`src/rtl/sck_alu_pkg.sv`:
```
// sck_alu_pkg: shared width, opcode, flag-index and FSM-state definitions for the SCK ALU front end
package sck_alu_pkg;

    localparam int DATA_W = 10;

    localparam logic [2:0] OP_ADD  = 3'd0;
    localparam logic [2:0] OP_SUB  = 3'd1;
    localparam logic [2:0] OP_SHL  = 3'd2;
    localparam logic [2:0] OP_SHR  = 3'd3;
    localparam logic [2:0] OP_AND  = 3'd4;
    localparam logic [2:0] OP_ORR  = 3'd5;
    localparam logic [2:0] OP_XOR  = 3'd6;
    localparam logic [2:0] OP_XNOR = 3'd7;

    localparam int FLAG_NEG  = 3;
    localparam int FLAG_POS  = 2;
    localparam int FLAG_ZERO = 1;
    localparam int FLAG_OVF  = 0;

    typedef enum logic [1:0] {
        IDLE  = 2'd0,
        ISSUE = 2'd1,
        RESP  = 2'd2
    } state_t;

endpackage

```
`src/rtl/sck_sat_counter.sv`:
```
// sck_sat_counter: saturating event counter with synchronous clear
//   i_clk   clock
//   i_rst_n asynchronous active-low reset, clears the count
//   i_inc   count one event (ignored once the count is all-ones)
//   i_clr   synchronous clear, wins over i_inc
//   o_cnt   current count
module sck_sat_counter
    import sck_alu_pkg::*;
#(
    parameter int W = 8
) (
    input  logic         i_clk,
    input  logic         i_rst_n,
    input  logic         i_inc,
    input  logic         i_clr,
    output logic [W-1:0] o_cnt
);

    always_ff @(posedge i_clk or negedge i_rst_n)
        if (!i_rst_n)
            o_cnt <= '0;
        else if (i_clr)
            o_cnt <= '0;
        else if (i_inc && o_cnt != '1)
            o_cnt <= o_cnt + 1'b1;

endmodule

```
`src/rtl/sck_alu_sequencer.sv`:
```
// sck_alu_sequencer: command/response front end for the 10-bit signed SCK ALU
//   Build option: SCK_ALU_CHAIN_EN enables result chaining via i_cmd_chain.
//   i_clk, i_rst_n                  clock, asynchronous active-low reset
//   i_cmd_valid/o_cmd_ready         command handshake
//   i_cmd_arg0/arg1/oper/chain      command operands, opcode, chain request
//   o_alu_arg0/arg1/oper            registered ALU inputs
//   i_alu_result/i_alu_flag         combinational ALU outputs {NEG,POS,ZERO,OVF}
//   o_rsp_valid/i_rsp_ready         response handshake
//   o_rsp_result/o_rsp_flag         captured ALU result and flags
//   i_clr_stats/o_ovf_cnt           overflow statistic clear and saturating count
module sck_alu_sequencer
    import sck_alu_pkg::*;
#(
    parameter int DATA_W = sck_alu_pkg::DATA_W,
    parameter int CNT_W  = 8
) (
    input  logic              i_clk,
    input  logic              i_rst_n,
    input  logic              i_cmd_valid,
    output logic              o_cmd_ready,
    input  logic [DATA_W-1:0] i_cmd_arg0,
    input  logic [DATA_W-1:0] i_cmd_arg1,
    input  logic [2:0]        i_cmd_oper,
    input  logic              i_cmd_chain,
    output logic [DATA_W-1:0] o_alu_arg0,
    output logic [DATA_W-1:0] o_alu_arg1,
    output logic [2:0]        o_alu_oper,
    input  logic [DATA_W-1:0] i_alu_result,
    input  logic [3:0]        i_alu_flag,
    output logic              o_rsp_valid,
    input  logic              i_rsp_ready,
    output logic [DATA_W-1:0] o_rsp_result,
    output logic [3:0]        o_rsp_flag,
    input  logic              i_clr_stats,
    output logic [CNT_W-1:0]  o_ovf_cnt
);

    state_t            state;
    state_t            state_nxt;
    logic              cmd_hs;
    logic              rsp_hs;
    logic              capture;
    logic [DATA_W-1:0] arg0_sel;

    // ready is masked by reset so every output reads 0 while reset is held
    assign o_cmd_ready = (state == IDLE) && i_rst_n;
    assign o_rsp_valid = state == RESP;
    assign cmd_hs      = i_cmd_valid && o_cmd_ready;
    assign rsp_hs      = o_rsp_valid && i_rsp_ready;
    assign capture     = state == ISSUE;

    always_comb
        state_nxt = state == IDLE  ? (cmd_hs ? ISSUE : IDLE) :
                    state == ISSUE ? RESP :
                    (rsp_hs ? IDLE : RESP);

`ifdef SCK_ALU_CHAIN_EN
    logic [DATA_W-1:0] last_result;

    always_ff @(posedge i_clk or negedge i_rst_n)
        if (!i_rst_n)
            last_result <= '0;
        else if (capture)
            last_result <= i_alu_result;

    assign arg0_sel = i_cmd_chain ? last_result : i_cmd_arg0;
`else
    logic unused_chain;

    assign unused_chain = i_cmd_chain;
    assign arg0_sel     = i_cmd_arg0;
`endif

    always_ff @(posedge i_clk or negedge i_rst_n)
        if (!i_rst_n) begin
            state        <= IDLE;
            o_alu_arg0   <= '0;
            o_alu_arg1   <= '0;
            o_alu_oper   <= '0;
            o_rsp_result <= '0;
            o_rsp_flag   <= '0;
        end else begin
            state <= state_nxt;
            if (cmd_hs) begin
                o_alu_arg0 <= arg0_sel;
                o_alu_arg1 <= i_cmd_arg1;
                o_alu_oper <= i_cmd_oper;
            end
            if (capture) begin
                o_rsp_result <= i_alu_result;
                o_rsp_flag   <= i_alu_flag;
            end
        end

    sck_sat_counter #(.W(CNT_W)) u_ovf_cnt (
        .i_clk   (i_clk),
        .i_rst_n (i_rst_n),
        .i_inc   (capture && i_alu_flag[FLAG_OVF]),
        .i_clr   (i_clr_stats),
        .o_cnt   (o_ovf_cnt)
    );

endmodule

```
`config.mk`:
```
export PLATFORM = sky130hd
export DESIGN_NAME = sck_alu_sequencer
export DESIGN_NICKNAME = d
export VERILOG_FILES = /design/src/rtl/sck_alu_pkg.sv /design/src/rtl/sck_sat_counter.sv /design/src/rtl/sck_alu_sequencer.sv
export SDC_FILE = /design/constraint.sdc
export NUM_CORES = 1
export LEC_CHECK = 0
export CAP_MARGIN = 10
export CORE_MARGIN = 5
export CORE_UTILIZATION = 39
export CTS_BUF_LIST = sky130_fd_sc_hd__clkbuf_2
export DETAILED_ROUTE_END_ITERATION = 7
export GPL_TIMING_DRIVEN = 0
export PLACE_DENSITY = 0.79
export SLEW_MARGIN = 0
export SYNTH_ARGS = -nofsm -noshare
export SYNTH_HDL_FRONTEND = slang
export SYNTH_SLANG_ARGS = --single-unit
```
`constraint.sdc`:
```
create_clock -name i_clk -period 1.6 [get_ports i_clk]
set_input_delay 0.4 -clock i_clk [delete_from_list [all_inputs] [get_ports i_clk]]
set_output_delay 0.4 -clock i_clk [all_outputs]
set_load 0.01 [all_outputs]
```
-- After elaboration in Yosys (flattened, before gate mapping)
Cells that the tools add are included.
- $add $sub $neg: 1
- multipliers: 0
- div/mod/pow operators: 0
- $lt $le $gt $ge: 0
- equal/unequal tests: 3
- shift-type cells: 0
- mux-type cells: 6
- bitwise operators: 0
- reductions and logical operators: 7
- operator list (operator ; number):
    8-bit 2-to-1 mux ; 2
    8-bit by 1-bit adder with 8-bit output (second input constant) ; 1
    8-bit inequality test (second input constant) ; 1
    2-bit 2-to-1 mux ; 3
    1-bit logical AND ; 5
    2-bit by 1-bit equality test with 1-bit output (second input constant) ; 1
    2-bit equality test (second input constant) ; 1
    2-bit zero test ; 1
    2-bit nonzero test ; 1
    1-bit 2-to-1 mux ; 1
- flip-flop bits (word level): 47
- bits in latches: 0
- bits in writable memories: 0
- bits in read-only memories: 0
- output and inout bits: 47
- memories kept: 0

-- Depth between registers and ports, before layout
Gate-level depths: netlist (run 1).
- word-level depth: 5
- gate-level depth with buffers: 5
- mapped depth without buffers: 4

-- By module
A second synthesis (run 1) with hierarchy kept.
- cell total of the unflattened synthesis: 138
- area total of the unflattened synthesis: 2037.0 um2
- modules (own cells, without submodules) (module ; instances ; cells each ; area each (um2) ; seq. area each (um2)):
    sck_alu_sequencer ; 1 ; 89 ; 1572.8 ; 975.9
    sck_sat_counter ; 1 ; 49 ; 464.2 ; 200.2

-- Worst setup path after synthesis (run 1)
No wires, ideal clock.
- kind: register -> register
- start: register u_ovf_cnt.o_cnt[0]
- end: register u_ovf_cnt.o_cnt[3]
- setup time: 0.125 ns
- data arrival time: 1.490 ns
- slack: -0.015 ns
- stages on the path, launching flop included: 5
- path buffers: 0
- cells stage by stage: dfrtp_1 ha_1 and3_1 a211oi_1 mux2_2
- word-level cells in the longest chain between the ends: 3
- elaborated cells on any way between the ends: 6
- ends and longest elaborated chain (element ; RTL line ; source):
    from (decl) ; sck_sat_counter.sv:16 ; output logic [W-1:0] o_cnt
    from (signal assigned) ; sck_sat_counter.sv:25 ; o_cnt <= o_cnt + 1'b1;
    8-bit by 1-bit adder with 8-bit output or 8-bit inequality test (tied branches) ; sck_sat_counter.sv:25, sck_sat_counter.sv:24 ;
    8-bit 2-to-1 mux or 1-bit logical AND (tied branches) ; sck_sat_counter.sv:24 ; else if (i_inc && o_cnt != '1)
    8-bit 2-to-1 mux or 2-bit nonzero test (tied branches) ; -- ;
Several ways; a longest one is shown, not always the timed one. The select of a mux whose other input is x is not followed.
A chain may end at the register's enable or synchronous reset.

-- Worst setup path in the final report (run 1)
- start: register state[0]
- end: output o_cmd_ready
- word-level cells in the longest chain between the ends: 2
- ends and longest elaborated chain (element ; RTL line ; source):
    from (decl) ; sck_alu_sequencer.sv:38 ; state_t state;
    from (signal assigned) ; sck_alu_sequencer.sv:83 ; state <= state_nxt;
    2-bit zero test ; sck_alu_sequencer.sv:46 ; assign o_cmd_ready = (state == IDLE) && i_rst_n;
    1-bit logical AND ; sck_alu_sequencer.sv:46 ;
    to (decl) ; sck_alu_sequencer.sv:20 ; output logic o_cmd_ready,
Every way passes these cells.

==> results of run 1 <==
==> critical path, cell delays in order, from the launching register on <==
cell,delay [ns]
dfrtp_2,0.45
buf_6,0.12
nor3b_4,0.16
buf_2,0.16
==> cell type report <==
type / instances / area, µm² / share of cell area
repair buffers: 123 / 1190 / 0.345
flip-flops and latches: 47 / 1180 / 0.342
multi-input cells: 84 / 872 / 0.252
well taps: 70 / 87.6 / 0.0253
clock inverters: 2 / 60.1 / 0.0174
clock buffers: 6 / 30.0 / 0.00869
plain buffers: 4 / 23.8 / 0.00688
inverters: 2 / 7.51 / 0.00217
==> final timing paths <==
path / start / endpoint / slack (ns) / depth (start not counted)
setup / recovery: state[0] / o_cmd_ready / -0.09 / 3
setup reg to reg: state[0] / o_alu_arg0[4] / 0.01 / 6
hold / removal: o_rsp_flag[0] / o_rsp_flag[0] / 0.52 / 2
hold reg to reg: o_rsp_flag[0] / o_rsp_flag[0] / 0.52 / 2
min in group asynchronous: i_rst_n / o_rsp_result[5] / 0.57 / 4
max in group asynchronous: i_rst_n / u_ovf_cnt.o_cnt[2] / 0.40 / 2
==> kinds of logic (layout without fill, tap and decap cells) <==
| group | Yosys count | in the layout | share of synthesized area |
|---|---|---|---|
| muxes | 40 | 40 | 0.227 |
| DFF | 47 | 47 | 0.590 |
| adders and majority gates | 1 | 1 | 0.00627 |
| AOI/OAI and AO/OA | 12 | 12 | 0.0439 |
| and+or+nand+nor | 31 | 31 | 0.100 |
| buffers and inverters | 9 | 137 | 0.0326 |
==> registers in the layout (all words and copies together) (netlist names) <==
| signal | cells |
|---|---|
| o_rsp_flag | 4 |
| o_rsp_result | 10 |
| o_alu_oper | 3 |
| o_alu_arg1 | 10 |
| o_alu_arg0 | 10 |
| u_ovf_cnt.o_cnt | 8 |
| state | 2 |
==> cells in the final DEF (no fill, tap or decap), drive strengths merged, types with 4 or more instances in the layout <==
master,n
and3,5
buf,38
clkbuf,10
clkdlybuf4s15,34
clkdlybuf4s50,40
dfrtp,47
dlygate4sd2,9
mux2,39
nand2,4
nor2b,4
==> layer usage <==
layer  part of all wire  global-route usage  up-vias  wire (µm)
met5                  0                   0        -          0
met4             0.0027              0.0405        0         14
met3              0.094              0.0757        2        491
li1                   -                   -      758          -
met1               0.41               0.189      772       2150
met2               0.49               0.269       60       2580
==> what timing repair did <==
item	CTS	global route
setup endpoints to repair	70	71
pin swaps	4	3
endpoints found under the hold margin	20	0
hold buffers	3	0
gates cloned	2	0
gates resized for setup	82	58
buffers inserted	20	12
==> power groups by stage <==
stage	logic (mW)	registers, mW	clock network [mW]
global placement	1.18	1.61	0
CTS	1.15	1.58	0.834
floorplan	0.314	1.75	0
detailed placement	1.20	1.62	0
finish	1.25	1.60	0.800
global route	1.33	1.64	0.887
==> stage by stage <==
stage,instances,power (mW)
floorplan,140,2.06
global placement,298,2.78
detailed placement,299,2.82
CTS,331,3.57
global route,338,3.86
finish,338,3.65
==> metrics, run 1 <==
critical path arrival=1.29 ns; share of cells above drive strength 1=0.369; clock sink total=47; Worst Tran Pin Value=0.886 ns; final setup violation count=2; CTS tree=done; Switching Fraction=0.265; post-synth top area share=0.590; P&R area growth vs syn=73.3%; Final ANT Viol Nets=0; clock root cell=clkbuf_2; DRT iter0 DRCs=38; post-place setup slack=-0.743 ns; fin crit period=1.69 ns; die extent in y=81.5 µm; Port Buffer Count=88; fin nets=311; min-delay worst type=flop to flop; global-route wire length before repair=7980 µm; Internal=2.68 mW; final setup skew=0.0199 ns; routability cong.=0.793; DIE AREA=6640 µm²; setup TNS=-0.142 ns; Chip Width=81.5 µm; CP Max Fanout=2; YS warnings=0; Pre-antenna DRT Iters=4; fraction of registers with async set/reset=1.00; Vias=1592; ANT cells=0; Final Cell Area=3460 µm²; setup ws final=-0.0871 ns; hpwl dp=3530 µm; Synth area leader=dfrtp_1; initial antenna violation count=0; final hold violations=0; largest net degree at the start of global routing=28; final max-slew violation count=0; final WL=5240 µm; RSZ-0062 raised after global routing=true; Mapped Cells=140; Filler cells=369; EDFF count, synth=0; DP Area=2980 µm²; Critical Path Sink Type=output pin; most numerous cell in the Yosys netlist=dfrtp_1; Netlist cell types=34; maxcap violations=0; cell area after synthesis=1990 µm²; synth top area cells=dfrtp_1, mux2_2, buf_6; Setup CP Type=flop to output pin; Mean Syn Cell Area=14.2 µm²; drt drc=0; Starting Density=0.396; wire per inst=15.5 µm; Ports=90; net count after synthesis=184; post-synthesis sequential element count=47; vias per cell=4.71; clock latency on the worst-skew pair=0.40 ns; Seq/Total Area, Yosys=0.590; Finished Core Util=0.686; NetSw=965 µW; failing checks=setup timing; Reg power frac=0.439; Worst-path clk slew=0.23 ns; Post-synth top cells=dfrtp_1, mux2_2, and3_1; Synth Flop Type=dfrtp_1; Clock Tree Buf Depth=2; core area=5040 µm²; crit start category=flop; worst hold slack=0.523 ns; Fmax=0.593 GHz; TritonCTS Buffers=5; CP required=1.20 ns; H-tree depth=2; Final Cycle Share=1.05; Comb power frac=0.342; number of global-route vias before repair=1655; Clock Power Share=0.219; # rows=26; Slew headroom=0.407; Leak=1.59 nW; Tot GR Track Use=0.162; status=finished with violations; grt ovf=0; pwr/cell area=1060 nW/µm²; maximum VDD drop=0.667 mV
Power figures use the tool's default switching activity.
==> inputs of run 2 (changes only) <==
Settings changed: HOLD_SLACK_MARGIN from default to 0.05.
==> run 2 against run 1 <==
  * The flow still finishes with violations (setup timing)
  * Sequential cell count is the same
  * Utilization is the same
  * Final cell count is the same
  * Critical path type unchanged
  * Largest power group unchanged
==> metrics, run 2 (synthesized netlist as in run 1, its figures left out) <==
failing checks=setup timing (unchanged); hpwl dp=3530 µm (unchanged); Port Buffer Count=88 (unchanged); RSZ-0062 raised after global routing=true (unchanged); Clock Tree Buf Depth=2 (unchanged); number of global-route vias before repair=1657 (was 1655); Ports=90 (unchanged); final setup violation count=2 (unchanged); maxcap violations=0 (unchanged); fin crit period=1.69 ns (unchanged); Leak=1.59 nW (unchanged); setup TNS=-0.142 ns (unchanged); Final Cycle Share=1.05 (unchanged); TritonCTS Buffers=5 (unchanged); CP required=1.20 ns (about the same); fin nets=311 (unchanged); grt ovf=0 (unchanged); die extent in y=81.5 µm (unchanged); largest net degree at the start of global routing=28 (unchanged); maximum VDD drop=0.665 mV (was 0.667 mV); NetSw=965 µW (about the same); core area=5040 µm² (unchanged); critical path arrival=1.29 ns (about the same); clock latency on the worst-skew pair=0.40 ns (about the same); Clock Power Share=0.219 (about the same); clock sink total=47 (unchanged); # rows=26 (unchanged); clock root cell=clkbuf_2 (unchanged); Comb power frac=0.342 (about the same); hold path start=o_rsp_flag[0] (unchanged); Chip Width=81.5 µm (unchanged); Fmax=0.593 GHz (unchanged); Slew headroom=0.408 (was 0.407); P&R area growth vs syn=73.3% (unchanged); vias per cell=4.72 (was 4.71); Tot Pwr=3.65 mW (about the same); Worst Tran Pin Value=0.886 ns (about the same); crit path max-delay cell type=dfrtp_2 (unchanged); leading cell type in the layout, fill and taps excluded=dfrtp_1 (unchanged); Tot GR Track Use=0.162 (unchanged); Starting Density=0.396 (unchanged); Switching Fraction=0.265 (about the same); Worst-path clk slew=0.23 ns (about the same); Critical Path Start=state[0] (unchanged); Pre-antenna DRT Iters=4 (unchanged); Worst path max stage delay=0.45 ns (about the same); setup ws final=-0.0871 ns (unchanged); final max-slew violation count=0 (unchanged); CP top delay family=flip-flops (unchanged); final hold violations=0 (unchanged); worst reg2reg startpoint=state[0] (unchanged); WP buf/inv=2 (unchanged); min-delay worst type=flop to flop (unchanged); crit-path cells=buf_6, nor3b_4, buf_2 (unchanged); DIE AREA=6640 µm² (unchanged); final setup skew=0.0199 ns (about the same); most frequent cells in the layout=dfrtp_1, clkdlybuf4s50_1, clkdlybuf4s15_1 (unchanged); routability cong.=0.793 (unchanged); wire per inst=15.5 µm (about the same); pwr/cell area=1060 nW/µm² (about the same); Internal=2.68 mW (about the same); initial antenna violation count=0 (unchanged); Largest regs=o_alu_arg0: 10 flops, o_alu_arg1: 10 flops, o_rsp_result: 10 flops (unchanged); Reg power frac=0.439 (about the same); ANT cells=0 (unchanged); crit start category=flop (unchanged); share of cells above drive strength 1=0.369 (unchanged); H-tree depth=2 (unchanged); Vias=1595 (was 1592); global-route wire length before repair=8000 µm (was 7980 µm); status=finished with violations (unchanged); Critical Path Sink Type=output pin (unchanged); CP Max Fanout=2 (unchanged); final WL=5240 µm (about the same); drt drc=0 (unchanged); CTS tree=done (unchanged); DRT iter0 DRCs=42 (was 38); Final ANT Viol Nets=0 (unchanged); Setup CP Type=flop to output pin (unchanged)
==> run 2: cell counts in the layout (fill, tap and decap cells not counted) <==
No cell type changed its count.
==> run 2: repair_timing <==
action | CTS | global route
pin swaps | 4 | 3
hold buffers | 3 | 0
buffers inserted | 20 | 12
hold endpoints to repair | 47 | 0
cloned | 2 | 0
setup endpoints to repair | 70 | 71
resized for setup | 82 | 58
==> run 2: routing by layer <==
layer | share of wire | up-vias | GRT usage
met5 | 0 | - | 0
met4 | 0.0027 | 0 | 0.0405
met3 | 0.092 | 2 | 0.0746
met2 | 0.50 | 60 | 0.271
met1 | 0.41 | 775 | 0.187
li1 | - | 758 | -
==> run 2: path summary, 6_finish.rpt <==
kind                       slack, ns  cells past startpoint                 end
setup / recovery               -0.09                      3         o_cmd_ready
hold / removal                  0.52                      2       o_rsp_flag[0]
setup reg to reg                0.01                      6       o_alu_arg0[4]
hold reg to reg                 0.52                      2       o_rsp_flag[0]
max in group asynchronous       0.40                      2  u_ovf_cnt.o_cnt[2]
min in group asynchronous       0.57                      4     o_rsp_result[5]
==> run 2: layout make-up <==
class	count	area, µm²
Clock buffer	6	30.0
Buffer	4	23.8
Sequential cell	47	1180
Multi-Input combinational cell	84	872
Inverter	2	7.51
Fill cell	369	1590
Clock inverter	2	60.1
Tap cell	70	87.6
Timing Repair Buffer	123	1190
==> run 2: power groups by stage <==
stage	logic (mW)	registers (mW)	clock network, mW
3_3_place_gp	1.18	1.61	0
4_1_cts	1.15	1.58	0.834
2_1_floorplan	0.314	1.75	0
3_5_place_dp	1.20	1.62	0
5_1_grt	1.33	1.64	0.887
6_report	1.25	1.60	0.800
==> run 2: stage by stage <==
step / setup slack, ns / cell area (µm²) / hold slack [ns] / util / std cells
after floorplan: 0.0286 / 2000 / 0.104 / - / 140
after global placement: -2.32 / 2970 / 0.473 / 0.588 / 298
after detailed placement: -0.743 / 2980 / 0.400 / 0.591 / 299
after CTS: -0.141 / 3350 / 0.506 / 0.664 / 331
after global routing: -0.225 / 3460 / 0.509 / 0.686 / 338
final: -0.0871 / 3460 / 0.523 / 0.686 / 338
==> run 2: worst reg2reg max path, stage by stage (launching register included) <==
cell and delay (ns):
dfrtp_2 0.45, buf_6 0.12, nor3b_4 0.17, buf_4 0.13
and2_4 0.19, buf_6 0.15, mux2_4 0.31
==> inputs of run 3 (changes only) <==
Settings changed: MAX_ROUTING_LAYER from default to met4.
==> run 3 against run 2 <==
  * The flow still finishes with violations (setup timing)
  * Wire length rose by 0.13%
  * Die area did not move
  * Sequential share of layout area did not move
  * Utilization did not move
  * First-iteration DRC count did not move
  * Design area did not move
  * Critical path type unchanged
  * Largest power group unchanged
==> metrics, run 3 (synthesized netlist as in run 1, its figures left out) <==
GR peak layer=met2 (unchanged); Slew headroom=0.407 (was 0.408); status=finished with violations (unchanged); final setup violation count=2 (unchanged); clock latency on the worst-skew pair=0.41 ns (was 0.40 ns); Port Buffer Count=88 (unchanged); global-route track usage on met3=0.0570 (was 0.0746); Tot GR Track Use=0.166 (was 0.162); clock root cell=clkbuf_2 (unchanged); most frequent cells in the layout=dfrtp_1, clkdlybuf4s50_1, clkdlybuf4s15_1 (unchanged); CP Max Fanout=2 (unchanged); crit-path cells=buf_6, nor3b_4, buf_2 (unchanged); CP required=1.20 ns (about the same); Critical Path Sink Type=output pin (unchanged); final max-slew violation count=0 (unchanged); Setup CP Type=flop to output pin (unchanged); pwr/cell area=1060 nW/µm² (about the same); Comb power frac=0.342 (about the same); fin nets=311 (unchanged); critical path arrival=1.30 ns (was 1.29 ns); Largest regs=o_alu_arg0: 10 flops, o_alu_arg1: 10 flops, o_rsp_result: 10 flops (unchanged); drt drc=0 (unchanged); core area=5040 µm² (unchanged); worst hold slack=0.523 ns (about the same); Clock Power Share=0.220 (was 0.219); WP buf/inv=2 (unchanged); NetSw=968 µW (was 965 µW); final hold violations=0 (unchanged); Clock Tree Buf Depth=2 (unchanged); final setup skew=0.0120 ns (was 0.0199 ns); H-tree depth=2 (unchanged); setup ws final=-0.0986 ns (was -0.0871 ns); post-place setup slack=-0.743 ns (unchanged); Finished Core Util=0.686 (unchanged); failing checks=setup timing (unchanged); ANT cells=0 (unchanged); P&R area growth vs syn=73.3% (unchanged); Leak=1.59 nW (unchanged); routability cong.=0.804 (was 0.793); vias per cell=4.73 (was 4.72); Vias=1600 (was 1595); Worst path max stage delay=0.45 ns (about the same); min-delay worst type=flop to flop (unchanged); Fmax=0.589 GHz (was 0.593 GHz); Tot Pwr=3.65 mW (about the same); crit path max-delay cell type=dfrtp_2 (unchanged); DIE AREA=6640 µm² (unchanged); largest net degree at the start of global routing=28 (unchanged); maxcap violations=0 (unchanged); crit start category=flop (unchanged); fin crit period=1.70 ns (was 1.69 ns); number of global-route vias before repair=1665 (was 1657); RSZ-0062 raised after global routing=true (unchanged); Final ANT Viol Nets=0 (unchanged); Switching Fraction=0.265 (about the same); clock sink total=47 (unchanged); Reg power frac=0.438 (was 0.439); grt met1 use=0.198 (was 0.187); hpwl dp=3530 µm (unchanged); grt ovf=0 (unchanged); Worst-path clk slew=0.23 ns (about the same); maximum VDD drop=0.666 mV (was 0.665 mV); leading cell type in the layout, fill and taps excluded=dfrtp_1 (unchanged); Ports=90 (unchanged); M2 GR Usage=0.271 (unchanged); Chip Width=81.5 µm (unchanged); CP top delay family=flip-flops (unchanged); Internal=2.68 mW (about the same); final WL=5250 µm (was 5240 µm); Pre-antenna DRT Iters=2 (was 4); DRT iter0 DRCs=42 (unchanged); share of cells above drive strength 1=0.369 (unchanged); setup TNS=-0.167 ns (was -0.142 ns); global-route wire length before repair=7980 µm (was 8000 µm); Worst Tran Pin Value=0.887 ns (was 0.886 ns); # rows=26 (unchanged); wire per inst=15.5 µm (about the same); initial antenna violation count=0 (unchanged); CTS tree=done (unchanged); die extent in y=81.5 µm (unchanged); TritonCTS Buffers=5 (unchanged); Final Cycle Share=1.06 (was 1.05); Starting Density=0.396 (unchanged)
[run 3: cell counts in the layout (fill, tap and decap cells not counted)]
No cell type changed its count.
[run 3: layout make-up]
cell class,instances,area [µm²]
fillers,369,1590
multi-input cells,84,872
well taps,70,87.6
plain buffers,4,23.8
inverters,2,7.51
clock buffers,6,30.0
flip-flops and latches,47,1180
clock inverters,2,60.1
repair buffers,123,1190
[run 3: per-stage QoR]
step,cells,area (µm²)
global route,338,3460
finish,338,3460
detailed placement,299,2980
floorplan,140,2000
CTS,331,3350
global placement,298,2970
[run 3: what timing repair did]
item | CTS | global route
hold buffers | 3 | 0
setup buffers | 20 | 12
gates resized for setup | 82 | 58
cloned | 2 | 0
pin swaps | 4 | 3
endpoints found under the setup margin | 70 | 71
hold endpoints to repair | 47 | 0
[run 3: tightest hold or removal path, cell delays in order (launching register included)]
cell and delay (ns):
dfrtp_1 0.41, nand2_1 0.05, nand2_1 0.05
[run 3: path summary, 6_finish.rpt]
path | from | to | slack [ns] | depth (start not counted)
min | o_rsp_flag[0] | o_rsp_flag[0] | 0.52 | 2
min reg2reg | o_rsp_flag[0] | o_rsp_flag[0] | 0.52 | 2
max in group asynchronous | i_rst_n | u_ovf_cnt.o_cnt[2] | 0.40 | 2
max | state[0] | o_cmd_ready | -0.1 | 3
min in group asynchronous | i_rst_n | o_rsp_result[5] | 0.56 | 4
max reg2reg | state[0] | o_alu_arg0[4] | 0.01 | 6
[run 3: power by group through the flow]
stage	combinational (mW)	sequential, mW	clock, mW
after CTS	1.15	1.58	0.834
after floorplan	0.314	1.75	0
after global placement	1.18	1.61	0
final	1.25	1.60	0.803
after global routing	1.33	1.64	0.887
after detailed placement	1.20	1.62	0
[run 3: routing by layer]
layer,up-vias,share of wire
li1,758,-
met1,783,0.42
met2,54,0.50
met3,5,0.071
met4,0,0.0088
met5,-,0
==> RTL change 1 (config.mk and constraints of run 2) <==
The package constant `DATA_W` goes from 10 to 5.
--- a/src/rtl/sck_alu_pkg.sv
+++ b/src/rtl/sck_alu_pkg.sv
@@ -1,7 +1,7 @@
 // sck_alu_pkg: shared width, opcode, flag-index and FSM-state definitions for the SCK ALU front end
 package sck_alu_pkg;
 
-    localparam int DATA_W = 10;
+    localparam int DATA_W = 5;
 
     localparam logic [2:0] OP_ADD  = 3'd0;
     localparam logic [2:0] OP_SUB  = 3'd1;
Interface: changed (6 resized); port bits go from 90 to 60. The function was not compared with the original's and may differ.
==> RTL change 1 against run 2 <==
The flow still finishes with violations (setup timing); setup slack better by 19 ps; core utilization down 1.5 points; final area shrank 30%; area after synthesis down 27%; highest routed layer unchanged; combinational power decreased by 40%; clock skew shrank 9.0 ps; sequential cell count down 15; count of clock-buffer cells in the layout did not move; largest power group unchanged; total power decreased by 35%; routed wire length shrank 28%.
==> RTL change 1: results (changes against run 2) <==
GRT
  – GRT Total Usage: 15.5% (was 16.2%)
  – Vias in the first global route: 1,332 (was 1,657)
  – Pin count of the biggest net entering global routing: 22 (was 28)
  – First-pass GRT wire length: 6270 um (was 8000 um)

Synth
  – Distinct cells, synth: 35 (was 34)
  – Syn Nets: 134 (was 184)
  – Syn Inst Count: 105 (was 140)
  – Area contributors post-synth: dfrtp_1, mux2_2, mux2_4, a31oi_1, and4b_2 (was dfrtp_1, mux2_2, buf_6, and3_1, nor2b_1)
  – YS warnings: 0 (unchanged)
  – Seq/Total Area, Yosys: 55.0% (was 59.0%)
  – Commonest cells in the netlist: dfrtp_1, mux2_2, mux2_4, nand2_1, a31oi_1 (was dfrtp_1, mux2_2, and3_1)

Worst setup path
  – Worst reg2reg path depth: 5 (was 6)
  – Worst R2R Start: state[1] (was state[0])
  – Crit path DAT: 1270 ps (was 1290 ps)
  – Worst path slowest cell: dfrtp_2 (unchanged)
  – RR Endpoint: u_ovf_cnt.o_cnt[5] (was o_alu_arg0[4])
  – Crit-path leading delay family: flip-flops (unchanged)
  – R2R Setup Slk: -30 ps (was 10 ps)

Outcome
  – Status: complete, but fails checks (unchanged)
  – Failing checks: setup timing (unchanged)

Placement
  – Placer Congestion: 0.829 (was 0.793)
  – Placed insts: 212 (was 299)
  – Area after DPL: 0.00212 mm2 (was 0.00298 mm2)
  – Hpwl dp: 2580 um (was 3530 um)
  – Input/output buffers: 58 (was 88)

Routing
  – Wirelength per Cell: 15.6 um (was 15.5 um)
  – Via/cell ratio: 4.88 (was 4.72)
  – First-pass DRT Iterations: 6 (was 4)
  – Initial drt markers: 94 (was 42)

CTS
  – Number of H-tree levels: 2 (unchanged)
  – Later-pin clock latency in the skew report: 360 ps (was 400 ps)
  – Clk slew on worst S/H paths: 170 ps (was 230 ps)

Pwr
  – Switching share of power: 27.1% (was 26.5%)
  – Static Leak: 1.16 nW (was 1.59 nW)
  – IR drop worst, VDD: 0.746 mV (was 0.665 mV)

Timing
  – Setup violators final: 2 (unchanged)
  – Final setup skew: 10.8 ps (was 19.9 ps)
  – Post-route setup slack: -68.3 ps (was -87.1 ps)
  – Max_slew headroom: 39.8% (was 40.8%)

Layout
  – Nets: 224 (was 311)
  – Max reg flops: 8
  – Non-Filler Instances: 244 (was 338)
  – Share of cells above drive strength 1: 39.3% (was 36.9%)

Worst hold path
  – Worst hold path class: input port to async pin (was flip-flop to flip-flop)
==> RTL change 1: cell type report <==
type                       count  area (um2)
inverter                       1        3.75
clock inverter                 2        35.0
sequential                    32         806
tap                           48        60.1
timing repair buffer          85         798
buffer                         2        8.76
clock buffer                   6        30.0
fill                         283        1200
multi-input combinational     68         693
==> RTL change 1: power by group through the flow <==
stage	Combinational [mW]	Clock [mW]	Sequential (mW)
6_report	0.755	0.547	1.05
5_1_grt	0.812	0.596	1.08
4_1_cts	0.773	0.558	1.05
3_5_place_dp	0.780	0	1.08
3_3_place_gp	0.761	0	1.07
2_1_floorplan	0.234	0	1.15
==> RTL change 1: logic make-up (layout without fill, tap and decap cells) <==
| family | Yosys count | count (layout) | synth area share, % |
|---|---|---|---|
| fa+ha+maj | 1 | 1 | 0.860 |
| flops | 32 | 32 | 55.0 |
| compound gates | 12 | 12 | 6.45 |
| mux | 24 | 24 | 20.8 |
| buf+inv | 5 | 96 | 3.01 |
| simple gates | 31 | 31 | 13.8 |
==> RTL change 1: metrics by stage <==
stage	hold slack [ps]	setup WS, ps	utilization [%]	setup TNS (ps)
after global routing	520	-164	67.0	-886
after global placement	466	-1630	57.7	-36160
final	425	-68.3	67.0	-103
after floorplan	104	76.9	-	0
after detailed placement	463	-1190	58.4	-16570
after CTS	496	-101	66.0	-487
==> RTL change 1: timing repair <==
action | 4_1_cts | 5_1_grt
gates resized for setup | 65 | 6
buffers inserted | 19 | 4
hold buffers | 2 | 0
endpoints found under the setup margin | 48 | 30
pin swaps | 3 | 5
hold endpoints to repair | 11 | 0
cloned | 1 | 0
==> RTL change 1: layer usage <==
layer	vias to the layer above	global-route usage [%]	share of wire, %
li1	561	-	-
met1	584	19.7	41
met2	41	25.7	53
met3	5	4.12	5.5
met4	0	5.01	1.0
met5	-	0	0
==> RTL change 2 (settings of run 2) <==
Without the edit above. Encoding of `state_t`: now one-hot (3 bits for 3 states).
--- a/src/rtl/sck_alu_pkg.sv
+++ b/src/rtl/sck_alu_pkg.sv
@@ -17,10 +17,10 @@
     localparam int FLAG_ZERO = 1;
     localparam int FLAG_OVF  = 0;
 
-    typedef enum logic [1:0] {
-        IDLE  = 2'd0,
-        ISSUE = 2'd1,
-        RESP  = 2'd2
+    typedef enum logic [2:0] {
+        IDLE  = 3'b001,
+        ISSUE = 3'b010,
+        RESP  = 3'b100
     } state_t;
 
 endpackage
Check against the original RTL: same outputs for any inputs over 10 cycles, from zero or initial values and one cycle with i_rst_n low; not proved beyond that.
==> RTL change 2 against run 2 <==
Critical path type unchanged; setup slack got worse by 100 ps; clock skew fell by 7.1 ps; clock power fell by 39%; sequential cell count is 1 higher; sequential power is 15% higher; largest cell class is now sequential cells; critical endpoint unchanged; routed wire length decreased by 8.6%; area after synthesis grew 0.63%; final area down 6.2%; cell count down 5.3%; count of clock-buffer cells in the layout decreased by 1; the flow still finishes with violations (setup timing); synthesized cell count fell by 7.1%; total power grew 12%.
==> RTL change 2: results (changes against run 2) <==
Outcome
  – Status: complete, but fails checks (unchanged)
  – Failing checks: setup timing (unchanged)

Placement
  – DP Worst Slack: -727 ps (was -743 ps)
  – Placer Congestion: 0.834 (was 0.793)
  – Placed insts: 288 (was 299)

Synth
  – Post-synthesis mux area share: 24.8% (was 22.7%)
  – Commonest cells in the netlist: dfrtp_1, mux2_4, mux2_1, nor2_1, xor2_1 (was dfrtp_1, mux2_2, and3_1)
  – Seq/Total Area, Yosys: 59.9% (was 59.0%)
  – Area contributors post-synth: dfrtp_1, mux2_4, mux2_1, xor2_1, dfstp_2 (was dfrtp_1, mux2_2, buf_6, and3_1, nor2b_1)
  – Syn Nets: 174 (was 184)
  – Post-Synth Adder-Cell Area: 0.623% (was 0.627%)

CTS
  – Later-pin clock latency in the skew report: 420 ps (was 400 ps)

GRT
  – Vias in the first global route: 1,542 (was 1,657)

Routing
  – Drt total wl: 4790 um (was 5240 um)
  – Initial drt markers: 71 (was 42)
  – Via/cell ratio: 4.66 (was 4.72)

Worst setup path
  – Crit path DAT: 1390 ps (was 1290 ps)
  – R2R Setup Slk: -30 ps (was 10 ps)
  – Worst path slowest cell: dfstp_2 (was dfrtp_2)

Layout
  – Share of cells above drive strength 1: 30.0% (was 36.9%)
  – Register area: 0.00120 mm2 (was 0.00118 mm2)

Timing
  – Setup violators final: 20 (was 2)
  – Final setup skew: 12.8 ps (was 19.9 ps)
  – Setup TNS Final: -726 ps (was -142 ps)
  – Post-route setup slack: -191 ps (was -87.1 ps)

Pwr
  – Clk pwr share: 12.0% (was 21.9%)
  – Seq pwr: 1.84 mW (was 1.60 mW)

Worst hold path
  – HP Start: i_clr_stats (was o_rsp_flag[0])
[RTL change 2: cell count changes after synthesis, moves of 3 or more]
cell / delta
a21oi_1: -3
and3_1: -4
mux2_1: +18
mux2_2: -38
mux2_4: +18
nand2_1: -3
nor2_1: +4
nor2b_1: -3
xor2_1: +5
[RTL change 2: repair_timing]
item	CTS	global route
cloned	0	1
pin swaps	0	4
hold buffers	3	0
endpoints found under the setup margin	66	83
hold endpoints to repair	16	0
setup buffers	10	10
gates resized for setup	57	66
[RTL change 2: final cells by class]
cell class | instances | area share, %
Clock buffer | 5 | 0.772
Clock inverter | 3 | 0.425
Buffer | 4 | 1.54
Inverter | 2 | 0.232
Multi-Input combinational cell | 76 | 24.7
Timing Repair Buffer | 112 | 32.5
Sequential cell | 48 | 37.1
Tap cell | 70 | 2.70
[RTL change 2: worst max-delay path by stage]
stage	start	to	slack [ps]	cells after the start
after global routing	state[0]	o_cmd_ready	-270	2
after floorplan	state[0]	o_alu_arg0[9]	80	4
after CTS	state[0]	o_cmd_ready	-240	2
after detailed placement	i_rst_n	o_cmd_ready	-730	4
after global placement	i_rst_n	o_cmd_ready	-2350	3
final	state[0]	o_cmd_ready	-190	2
[RTL change 2: worst register-to-register path, delay by kind of cell (launching register included)]
kind / cells / cell delay, ps
simple gates: 2 / 360
flops: 1 / 580
mux: 1 / 300
buf+inv: 2 / 320
[RTL change 2: metal layers]
metal | track usage [%] | vias to the layer above
met1 | 17.8 | 715
met4 | 6.48 | 0
met3 | 7.02 | 6
li1 | - | 701
met5 | 0 | -
met2 | 22.9 | 69
